`config.mk`:
```
export PLATFORM = sky130hd
export DESIGN_NAME = mcdf_arbiter_flat
export DESIGN_NICKNAME = d
export VERILOG_FILES = /design/src/rtl/mcdf_arbiter_if.sv /design/src/rtl/mcdf_arbiter.sv /design/src/flat_wrapper.sv
export SDC_FILE = /design/constraint.sdc
export NUM_CORES = 1
export LEC_CHECK = 0
export CORE_MARGIN = 2
export CORE_UTILIZATION = 40
export DETAILED_ROUTE_END_ITERATION = 16
export GPL_TIMING_DRIVEN = 0
export PLACE_DENSITY_LB_ADDON = 0.05
export RECOVER_POWER = 100
export SLEW_MARGIN = 25
export SYNTH_ARGS = -nofsm -noshare
export SYNTH_HDL_FRONTEND = slang
export SYNTH_SLANG_ARGS = --single-unit
```
`constraint.sdc`:
```
create_clock -name clk_i -period 5 [get_ports clk_i]
set_input_delay 0.5 -clock clk_i [delete_from_list [all_inputs] [get_ports clk_i]]
set_output_delay 0.5 -clock clk_i [all_outputs]
set_load 0.05 [all_outputs]
```
`src/rtl/mcdf_arbiter_if.sv`:
```
// Arbiter-to-formatter word bus: registered word, source id and packet
// framing flowing downstream, ready flowing back upstream.
interface mcdf_arbiter_if #(
    parameter int DATA_W = 32
);
    logic              a2f_val;
    logic [DATA_W-1:0] a2f_data;
    logic [1:0]        a2f_id;
    logic              a2f_sop;
    logic              a2f_eop;
    logic              f2a_rdy;

    // Arbiter side drives the word, formatter side drives ready.
    modport master (
        output a2f_val, a2f_data, a2f_id, a2f_sop, a2f_eop,
        input  f2a_rdy
    );

    modport slave (
        input  a2f_val, a2f_data, a2f_id, a2f_sop, a2f_eop,
        output f2a_rdy
    );
endinterface

```
`src/rtl/mcdf_arbiter.sv`:
```
// MCDF packet arbiter: picks one of three channels by priority (lower
// value wins, ties round-robin), streams exactly one packet of the latched
// length through a one-deep registered output stage, then re-arbitrates.
module mcdf_arbiter #(
    parameter int DATA_W  = 32,
    parameter int AVAIL_W = 8
) (
    input  logic               clk_i,
    input  logic               rstn_i,
    input  logic               slv0_en_i,
    input  logic               slv1_en_i,
    input  logic               slv2_en_i,
    input  logic [1:0]         slv0_prio_i,
    input  logic [1:0]         slv1_prio_i,
    input  logic [1:0]         slv2_prio_i,
    input  logic [2:0]         slv0_len_i,
    input  logic [2:0]         slv1_len_i,
    input  logic [2:0]         slv2_len_i,
    input  logic [AVAIL_W-1:0] slv0_avail_i,
    input  logic [AVAIL_W-1:0] slv1_avail_i,
    input  logic [AVAIL_W-1:0] slv2_avail_i,
    input  logic               slv0_val_i,
    input  logic               slv1_val_i,
    input  logic               slv2_val_i,
    input  logic [DATA_W-1:0]  slv0_data_i,
    input  logic [DATA_W-1:0]  slv1_data_i,
    input  logic [DATA_W-1:0]  slv2_data_i,
    output logic               slv0_ack_o,
    output logic               slv1_ack_o,
    output logic               slv2_ack_o,
    mcdf_arbiter_if.master     a2f_if,
    output logic               arb_busy_o
);

    localparam logic [0:0] ST_IDLE = 1'b0;
    localparam logic [0:0] ST_XFER = 1'b1;

    // Length code to index of the last word: 4, 8, 16, then 32 for all
    // larger codes.
    function automatic logic [4:0] len_to_last(input logic [2:0] code);
        case (code)
            3'd0:    return 5'd3;
            3'd1:    return 5'd7;
            3'd2:    return 5'd15;
            default: return 5'd31;
        endcase
    endfunction

    // Channel index 'step' places after 'base', modulo 3.
    function automatic logic [1:0] rr_add(input logic [1:0] base, input int step);
        int sum;
        sum = int'(base) + step;
        if (sum >= 3) sum = sum - 3;
        return sum[1:0];
    endfunction

    logic [2:0]         en_w;
    logic [1:0]         prio_w  [3];
    logic [2:0]         len_w   [3];
    logic [AVAIL_W-1:0] avail_w [3];
    logic [2:0]         elig;

    assign en_w       = {slv2_en_i, slv1_en_i, slv0_en_i};
    assign prio_w[0]  = slv0_prio_i;
    assign prio_w[1]  = slv1_prio_i;
    assign prio_w[2]  = slv2_prio_i;
    assign len_w[0]   = slv0_len_i;
    assign len_w[1]   = slv1_len_i;
    assign len_w[2]   = slv2_len_i;
    assign avail_w[0] = slv0_avail_i;
    assign avail_w[1] = slv1_avail_i;
    assign avail_w[2] = slv2_avail_i;

    logic [0:0]        state_q, state_d;
    logic [1:0]        grant_q, grant_d;
    logic [4:0]        last_q,  last_d;
    logic [4:0]        cnt_q,   cnt_d;
    logic [1:0]        rr_q,    rr_d;
    logic              val_q,   val_d;
    logic [DATA_W-1:0] data_q,  data_d;
    logic [1:0]        id_q,    id_d;
    logic              sop_q,   sop_d;
    logic              eop_q,   eop_d;

    logic              pick_found;
    logic [1:0]        pick_id;
    logic [1:0]        pick_prio;
    logic [1:0]        cand;
    logic              sel_val;
    logic [DATA_W-1:0] sel_data;
    logic              xfer;

    // A channel is eligible when enabled and holding a whole packet.
    always_comb begin
        for (int n = 0; n < 3; n++) begin
            elig[n] = en_w[n] && (int'(avail_w[n]) > int'(len_to_last(len_w[n])));
        end
    end

    // Scan in round-robin order from rr_q; a strictly lower prio value
    // replaces the pick, so among equals the earliest in that order wins.
    always_comb begin
        // NOTE: every combinationally assigned signal gets a default before
        // any branch, otherwise a missed path would infer a latch.
        pick_found = 1'b0;
        pick_id    = 2'd0;
        pick_prio  = 2'd3;
        cand       = 2'd0;
        for (int k = 0; k < 3; k++) begin
            cand = rr_add(rr_q, k);
            if (elig[cand] && (!pick_found || (prio_w[cand] < pick_prio))) begin
                pick_found = 1'b1;
                pick_id    = cand;
                pick_prio  = prio_w[cand];
            end
        end
    end

    // Head word of the granted channel.
    always_comb begin
        sel_val  = 1'b0;
        sel_data = '0;
        case (grant_q)
            2'd0:    begin sel_val = slv0_val_i; sel_data = slv0_data_i; end
            2'd1:    begin sel_val = slv1_val_i; sel_data = slv1_data_i; end
            2'd2:    begin sel_val = slv2_val_i; sel_data = slv2_data_i; end
            default: begin sel_val = 1'b0;       sel_data = '0;          end
        endcase
    end

    // A word moves when the head is valid and the output slot is free or
    // draining this cycle.
    assign xfer       = (state_q == ST_XFER) && sel_val && (!val_q || a2f_if.f2a_rdy);
    assign slv0_ack_o = xfer && (grant_q == 2'd0);
    assign slv1_ack_o = xfer && (grant_q == 2'd1);
    assign slv2_ack_o = xfer && (grant_q == 2'd2);

    // Next-state: grant latch in IDLE, word counting in XFER, output slot.
    always_comb begin
        state_d = state_q;
        grant_d = grant_q;
        last_d  = last_q;
        cnt_d   = cnt_q;
        rr_d    = rr_q;
        val_d   = val_q;
        data_d  = data_q;
        id_d    = id_q;
        sop_d   = sop_q;
        eop_d   = eop_q;

        case (state_q)
            ST_IDLE: begin
                if (pick_found) begin
                    state_d = ST_XFER;
                    grant_d = pick_id;
                    last_d  = len_to_last(len_w[pick_id]);
                    cnt_d   = 5'd0;
                end
            end
            ST_XFER: begin
                if (xfer) begin
                    cnt_d = cnt_q + 5'd1;
                    if (cnt_q == last_q) begin
                        state_d = ST_IDLE;
                        rr_d    = rr_add(grant_q, 1);
                    end
                end
            end
            default: state_d = ST_IDLE;
        endcase

        if (xfer) begin
            val_d  = 1'b1;
            data_d = sel_data;
            id_d   = grant_q;
            sop_d  = (cnt_q == 5'd0);
            eop_d  = (cnt_q == last_q);
        end else if (a2f_if.f2a_rdy) begin
            val_d  = 1'b0;
        end
    end

    // State and output registers; reset abandons any partial packet.
    always_ff @(posedge clk_i or negedge rstn_i) begin
        if (!rstn_i) begin
            // NOTE: the data register is reset along with control so the
            // bus reads all-zero out of reset; it is a single word, not an
            // array, so the reset costs nothing meaningful.
            state_q <= ST_IDLE;
            grant_q <= 2'd0;
            last_q  <= 5'd0;
            cnt_q   <= 5'd0;
            rr_q    <= 2'd0;
            val_q   <= 1'b0;
            data_q  <= '0;
            id_q    <= 2'd0;
            sop_q   <= 1'b0;
            eop_q   <= 1'b0;
        end else begin
            // NOTE: registers take non-blocking assignments so every flop
            // samples the pre-edge values regardless of statement order.
            state_q <= state_d;
            grant_q <= grant_d;
            last_q  <= last_d;
            cnt_q   <= cnt_d;
            rr_q    <= rr_d;
            val_q   <= val_d;
            data_q  <= data_d;
            id_q    <= id_d;
            sop_q   <= sop_d;
            eop_q   <= eop_d;
        end
    end

    assign a2f_if.a2f_val  = val_q;
    assign a2f_if.a2f_data = data_q;
    assign a2f_if.a2f_id   = id_q;
    assign a2f_if.a2f_sop  = sop_q;
    assign a2f_if.a2f_eop  = eop_q;
    assign arb_busy_o      = (state_q == ST_XFER);

endmodule

```
`src/flat_wrapper.sv`:
```
// flat-port wrapper written by rule: the top's interface ports become plain ports
module mcdf_arbiter_flat 
#(
    parameter int DATA_W  = 32,
    parameter int AVAIL_W = 8
)
  (clk_i, rstn_i, slv0_en_i, slv1_en_i, slv2_en_i, slv0_prio_i, slv1_prio_i, slv2_prio_i, slv0_len_i, slv1_len_i, slv2_len_i, slv0_avail_i, slv1_avail_i, slv2_avail_i, slv0_val_i, slv1_val_i, slv2_val_i, slv0_data_i, slv1_data_i, slv2_data_i, slv0_ack_o, slv1_ack_o, slv2_ack_o, arb_busy_o, a2f_if_a2f_val, a2f_if_a2f_data, a2f_if_a2f_id, a2f_if_a2f_sop, a2f_if_a2f_eop, a2f_if_f2a_rdy);
  mcdf_arbiter_if #(.DATA_W(DATA_W)) a2f_if_i ();
  input  logic clk_i;
  input  logic rstn_i;
  input  logic slv0_en_i;
  input  logic slv1_en_i;
  input  logic slv2_en_i;
  input  logic [1:0] slv0_prio_i;
  input  logic [1:0] slv1_prio_i;
  input  logic [1:0] slv2_prio_i;
  input  logic [2:0] slv0_len_i;
  input  logic [2:0] slv1_len_i;
  input  logic [2:0] slv2_len_i;
  input  logic [AVAIL_W-1:0] slv0_avail_i;
  input  logic [AVAIL_W-1:0] slv1_avail_i;
  input  logic [AVAIL_W-1:0] slv2_avail_i;
  input  logic slv0_val_i;
  input  logic slv1_val_i;
  input  logic slv2_val_i;
  input  logic [DATA_W-1:0] slv0_data_i;
  input  logic [DATA_W-1:0] slv1_data_i;
  input  logic [DATA_W-1:0] slv2_data_i;
  output logic slv0_ack_o;
  output logic slv1_ack_o;
  output logic slv2_ack_o;
  output logic arb_busy_o;
  output wire logic [$bits(a2f_if_i.a2f_val)-1:0] a2f_if_a2f_val;
  output wire logic [$bits(a2f_if_i.a2f_data)-1:0] a2f_if_a2f_data;
  output wire logic [$bits(a2f_if_i.a2f_id)-1:0] a2f_if_a2f_id;
  output wire logic [$bits(a2f_if_i.a2f_sop)-1:0] a2f_if_a2f_sop;
  output wire logic [$bits(a2f_if_i.a2f_eop)-1:0] a2f_if_a2f_eop;
  input wire logic [$bits(a2f_if_i.f2a_rdy)-1:0] a2f_if_f2a_rdy;
  assign a2f_if_a2f_val = a2f_if_i.a2f_val;
  assign a2f_if_a2f_data = a2f_if_i.a2f_data;
  assign a2f_if_a2f_id = a2f_if_i.a2f_id;
  assign a2f_if_a2f_sop = a2f_if_i.a2f_sop;
  assign a2f_if_a2f_eop = a2f_if_i.a2f_eop;
  assign a2f_if_i.f2a_rdy = a2f_if_f2a_rdy;
  mcdf_arbiter #(.DATA_W(DATA_W), .AVAIL_W(AVAIL_W)) u_core (.clk_i(clk_i), .rstn_i(rstn_i), .slv0_en_i(slv0_en_i), .slv1_en_i(slv1_en_i), .slv2_en_i(slv2_en_i), .slv0_prio_i(slv0_prio_i), .slv1_prio_i(slv1_prio_i), .slv2_prio_i(slv2_prio_i), .slv0_len_i(slv0_len_i), .slv1_len_i(slv1_len_i), .slv2_len_i(slv2_len_i), .slv0_avail_i(slv0_avail_i), .slv1_avail_i(slv1_avail_i), .slv2_avail_i(slv2_avail_i), .slv0_val_i(slv0_val_i), .slv1_val_i(slv1_val_i), .slv2_val_i(slv2_val_i), .slv0_data_i(slv0_data_i), .slv1_data_i(slv1_data_i), .slv2_data_i(slv2_data_i), .slv0_ack_o(slv0_ack_o), .slv1_ack_o(slv1_ack_o), .slv2_ack_o(slv2_ack_o), .a2f_if(a2f_if_i), .arb_busy_o(arb_busy_o));
endmodule
```
==> results.toml <==
[global_route]
antenna_found_initial = 0
grt_pass1_vias = 3815
grt_first_pass_wirelength_mm = 18.69
track_usage_pct = 23.80
grt_overflow_total = 0
grt_max_degree = 52

[sta]
timing.fmax_mhz = 208.2
hold_viol = 0
fin_crit_ns = 4.803
max-slew-margin-rel_pct = -83.68
clock_skew_ns = 0.007184
timing.hold.ws_ns = 0.4761
setup_slack_ns = 0.1966
min_period_over_period_pct = 96.07
setup_viol_count_final = 0
tightest_slew_ns = 2.755
final.setup.tns_ns = 0
final_max_slew_viol_count = 52

[clock_tree]
clock_path_buffers = 2
clock_latency_ns = 0.31
clkSinkCount = 51
clkTransAtPathRegs_ns = 0.10
clockRootBuffer = "clkbuf_8"
h-tree-depth = 2
cts_hold_buffers = 0
cts_tree = "yes"
numCtsBuffers = 5

[drt]
firstDrtPassIters = 7
num_vias = 3885
drt_iter0_drc = 313
viasPerCell = 5.663
route.detailed.drc = 0
routed_wl_mm = 11.92
ant_nets = 0
wl_per_cell_um = 17.38

[floorplanning]
die_width_um = 97.40
core_mm2 = 0.008593
top_level_ports = 185
rows = 34
initial_utilization_pct = 40.61
dieArea_mm2 = 0.009487
die_h_um = 97.40

[power]
power_mw = 2.876
leakagePower_nw = 2.468
peakVddDrop_v = 0.0003359
powerDensity_mw_per_mm2 = 496.6

[run_status]
status = "finished with violations"
violations = "max-capacitance violations, max-slew violations"

[synth]
synth_flop_cell = "dfrtp_1"
synthesis.area_mm2 = 0.003490
synth_edf_count = 0
syn_avg_cell_area_um2 = 9.330
synth_fp_nets = 538
async_flop_share_pct = 100.0
synthDistinctLibCells = 57
synth-seq-cells = 51
ys_seq_area_share_pct = 36.57
yosysWarnings = 0
synth_cells = 374

[critical_path]
crit_start = "slv2_len_i[2]"
cp_max_fo = 5
timing.rr.start = "u_core.rr_q[1]"
crit_path_start_kind = "input port"
worstSetupPathType = "in2reg"
required_ns = 5.17
endpoint_kind = "register"
critPathArrivalTime_ns = 4.97

[layout]
fin_nets = 741
antenna_cells = 0
syn2layout_area_growth_pct = 65.94
drive_gt1_share_pct = 11.76

[hold_path]
hold_path.class = "reg2reg"
min_from = "u_core.a2f_if.a2f_data[8]"

[placement]
pre_cts_ws_ns = -0.9560
gp_congestion = 0.8738
hpwl_mm = 9.046
io_buffers = 184

[job]
max_cap_viol_count = 1
[metal layers]
metal	routed length [um]	GRT usage [%]	share of wire (%)	vias to the layer above
met5	0	0	0	-
met4	157	4.808	1.3	0
met3	706	4.604	5.9	16
met2	5875	41.01	49	148
met1	5184	31.28	43	1880
li1	-	-	-	1841
[Yosys cell counts, drive strengths merged, types with 2 or more instances]
library cell / instances / area [um^2]
nand3: 8 / 40.04
mux2i: 9 / 118.9
nor3: 6 / 30.03
nor2: 20 / 77.58
or4: 2 / 15.01
nand2: 53 / 198.9
a21oi: 10 / 57.56
xor2: 6 / 52.55
ha: 20 / 250.2
inv: 13 / 48.80
buf: 2 / 8.750
a21o: 6 / 45.04
mux2: 3 / 37.53
nand2b: 6 / 37.54
clkbuf: 27 / 101.4
o2bb2ai: 2 / 17.52
o31ai: 33 / 247.7
nand4: 4 / 25.02
nor2b: 8 / 50.05
o21ai: 20 / 118.9
a222oi: 33 / 330.3
a221oi: 2 / 17.52
o41ai: 2 / 43.80
or3: 3 / 23.77
dfrtp: 51 / 1276
and2: 4 / 25.02
a31oi: 3 / 33.78
[registers in the layout, summed over array words and instances (netlist names)]
signal,cells
u_core.grant_q,2
u_core.a2f_if.a2f_sop,1
u_core.arb_busy_o,1
u_core.rr_q,2
u_core.a2f_if.a2f_id,2
u_core.a2f_if.a2f_eop,1
u_core.last_q,4
u_core.cnt_q,5
u_core.a2f_if.a2f_val,1
u_core.a2f_if.a2f_data,32
[layout make-up]
class	instances	area, um^2
plain buffers	29	112.6
clock buffers	6	82.58
clock inverters	2	35.03
fillers	721	2803
inverters	13	48.80
multi-input cells	281	2182
flip-flops and latches	51	1276
well taps	108	135.1
repair buffers	196	1918
[critical path: stages]
cell	delay, ns
clkbuf_2	0.13
nor2_2	0.18
ha_4	0.23
a21o_1	0.18
a21oi_4	0.14
o21a_4	0.18
o2bb2ai_2	0.08
nand2_1	0.10
o32ai_2	0.07
o21ai_1	0.16
inv_1	0.06
ha_1	0.27
inv_1	0.04
a31oi_1	0.16
a21boi_2	0.19
nor2_2	0.08
a31oi_4	0.16
nand2b_4	0.16
mux2i_1	0.21
ha_2	0.31
nor2_4	0.11
o21ai_2	0.08
o41ai_4	0.09
mux2i_4	0.41
mux2_4	0.34
mux2i_4	0.19
a41oi_2	0.14
[power breakdown]
part	leakage, nW	total [mW]	switching [mW]	internal, mW
Sequential	0.636	0.680	0.0988	0.582
Clock	0.0612	0.303	0.141	0.162
Combinational	1.77	1.89	1.22	0.670
Total	2.47	2.88	1.46	1.41
[path summary, 6_finish.rpt]
check | slack [ns] | to | depth (start not counted)
max | 0.20 | u_core.last_q[2] | 27
min | 0.48 | u_core.a2f_if.a2f_data[8] | 2
max reg2reg | 0.29 | u_core.last_q[2] | 24
min reg2reg | 0.48 | u_core.a2f_if.a2f_data[8] | 2
max in group asynchronous | 2.38 | u_core.a2f_if.a2f_data[8] | 1
min in group asynchronous | 1.05 | u_core.a2f_if.a2f_data[2] | 1
[stage by stage]
stage / area [um^2] / std cells / utilization (%)
after floorplan: 3490 / 374 / -
after global placement: 5466 / 666 / 63.61
after detailed placement: 5464 / 666 / 63.58
after CTS: 5658 / 679 / 65.84
after global routing: 5791 / 686 / 67.38
final: 5791 / 686 / 67.38
[cells by family after synthesis]
group / Yosys count / synth area share (%)
AO/OA/AOI/OAI: 123 / 29.44
AND/OR/NAND/NOR: 120 / 16.28
adder cells (fa/ha/maj): 20 / 7.171
XOR/XNOR: 6 / 1.506
multiplexers: 12 / 4.482
flip-flops: 51 / 36.57
buffers and inverters: 42 / 4.554
[placed cells by master (no fill, tap or decap), types with 5 or more instances in the layout]
| cell type | synthesis | routed |
|---|---|---|
| nand3_1 | 8 | 8 |
| buf_4 | 0 | 10 |
| mux2i_1 | 6 | 6 |
| clkbuf_1 | 27 | 27 |
| nor2b_1 | 8 | 8 |
| o21ai_0 | 15 | 12 |
| a21o_1 | 6 | 6 |
| dfrtp_1 | 51 | 51 |
| nor2_1 | 19 | 15 |
| nand2b_1 | 6 | 5 |
| xor2_1 | 6 | 6 |
| ha_1 | 20 | 14 |
| dlymetal6s2s_1 | 0 | 9 |
| dlygate4sd3_1 | 0 | 41 |
| nor3_1 | 6 | 5 |
| o31ai_1 | 33 | 33 |
| a222oi_1 | 33 | 33 |
| nand2_1 | 53 | 52 |
| a21oi_1 | 8 | 6 |
| clkbuf_8 | 0 | 6 |
| inv_1 | 13 | 13 |
| clkdlybuf4s50_1 | 0 | 126 |
| clkbuf_2 | 0 | 7 |
[what timing repair did]
action,CTS,global route
setup buffers,5,7
endpoints found under the setup margin,5,4
pin swaps,4,28
gates resized for setup,20,38
Note: power is estimated with default switching activity, not from simulation.
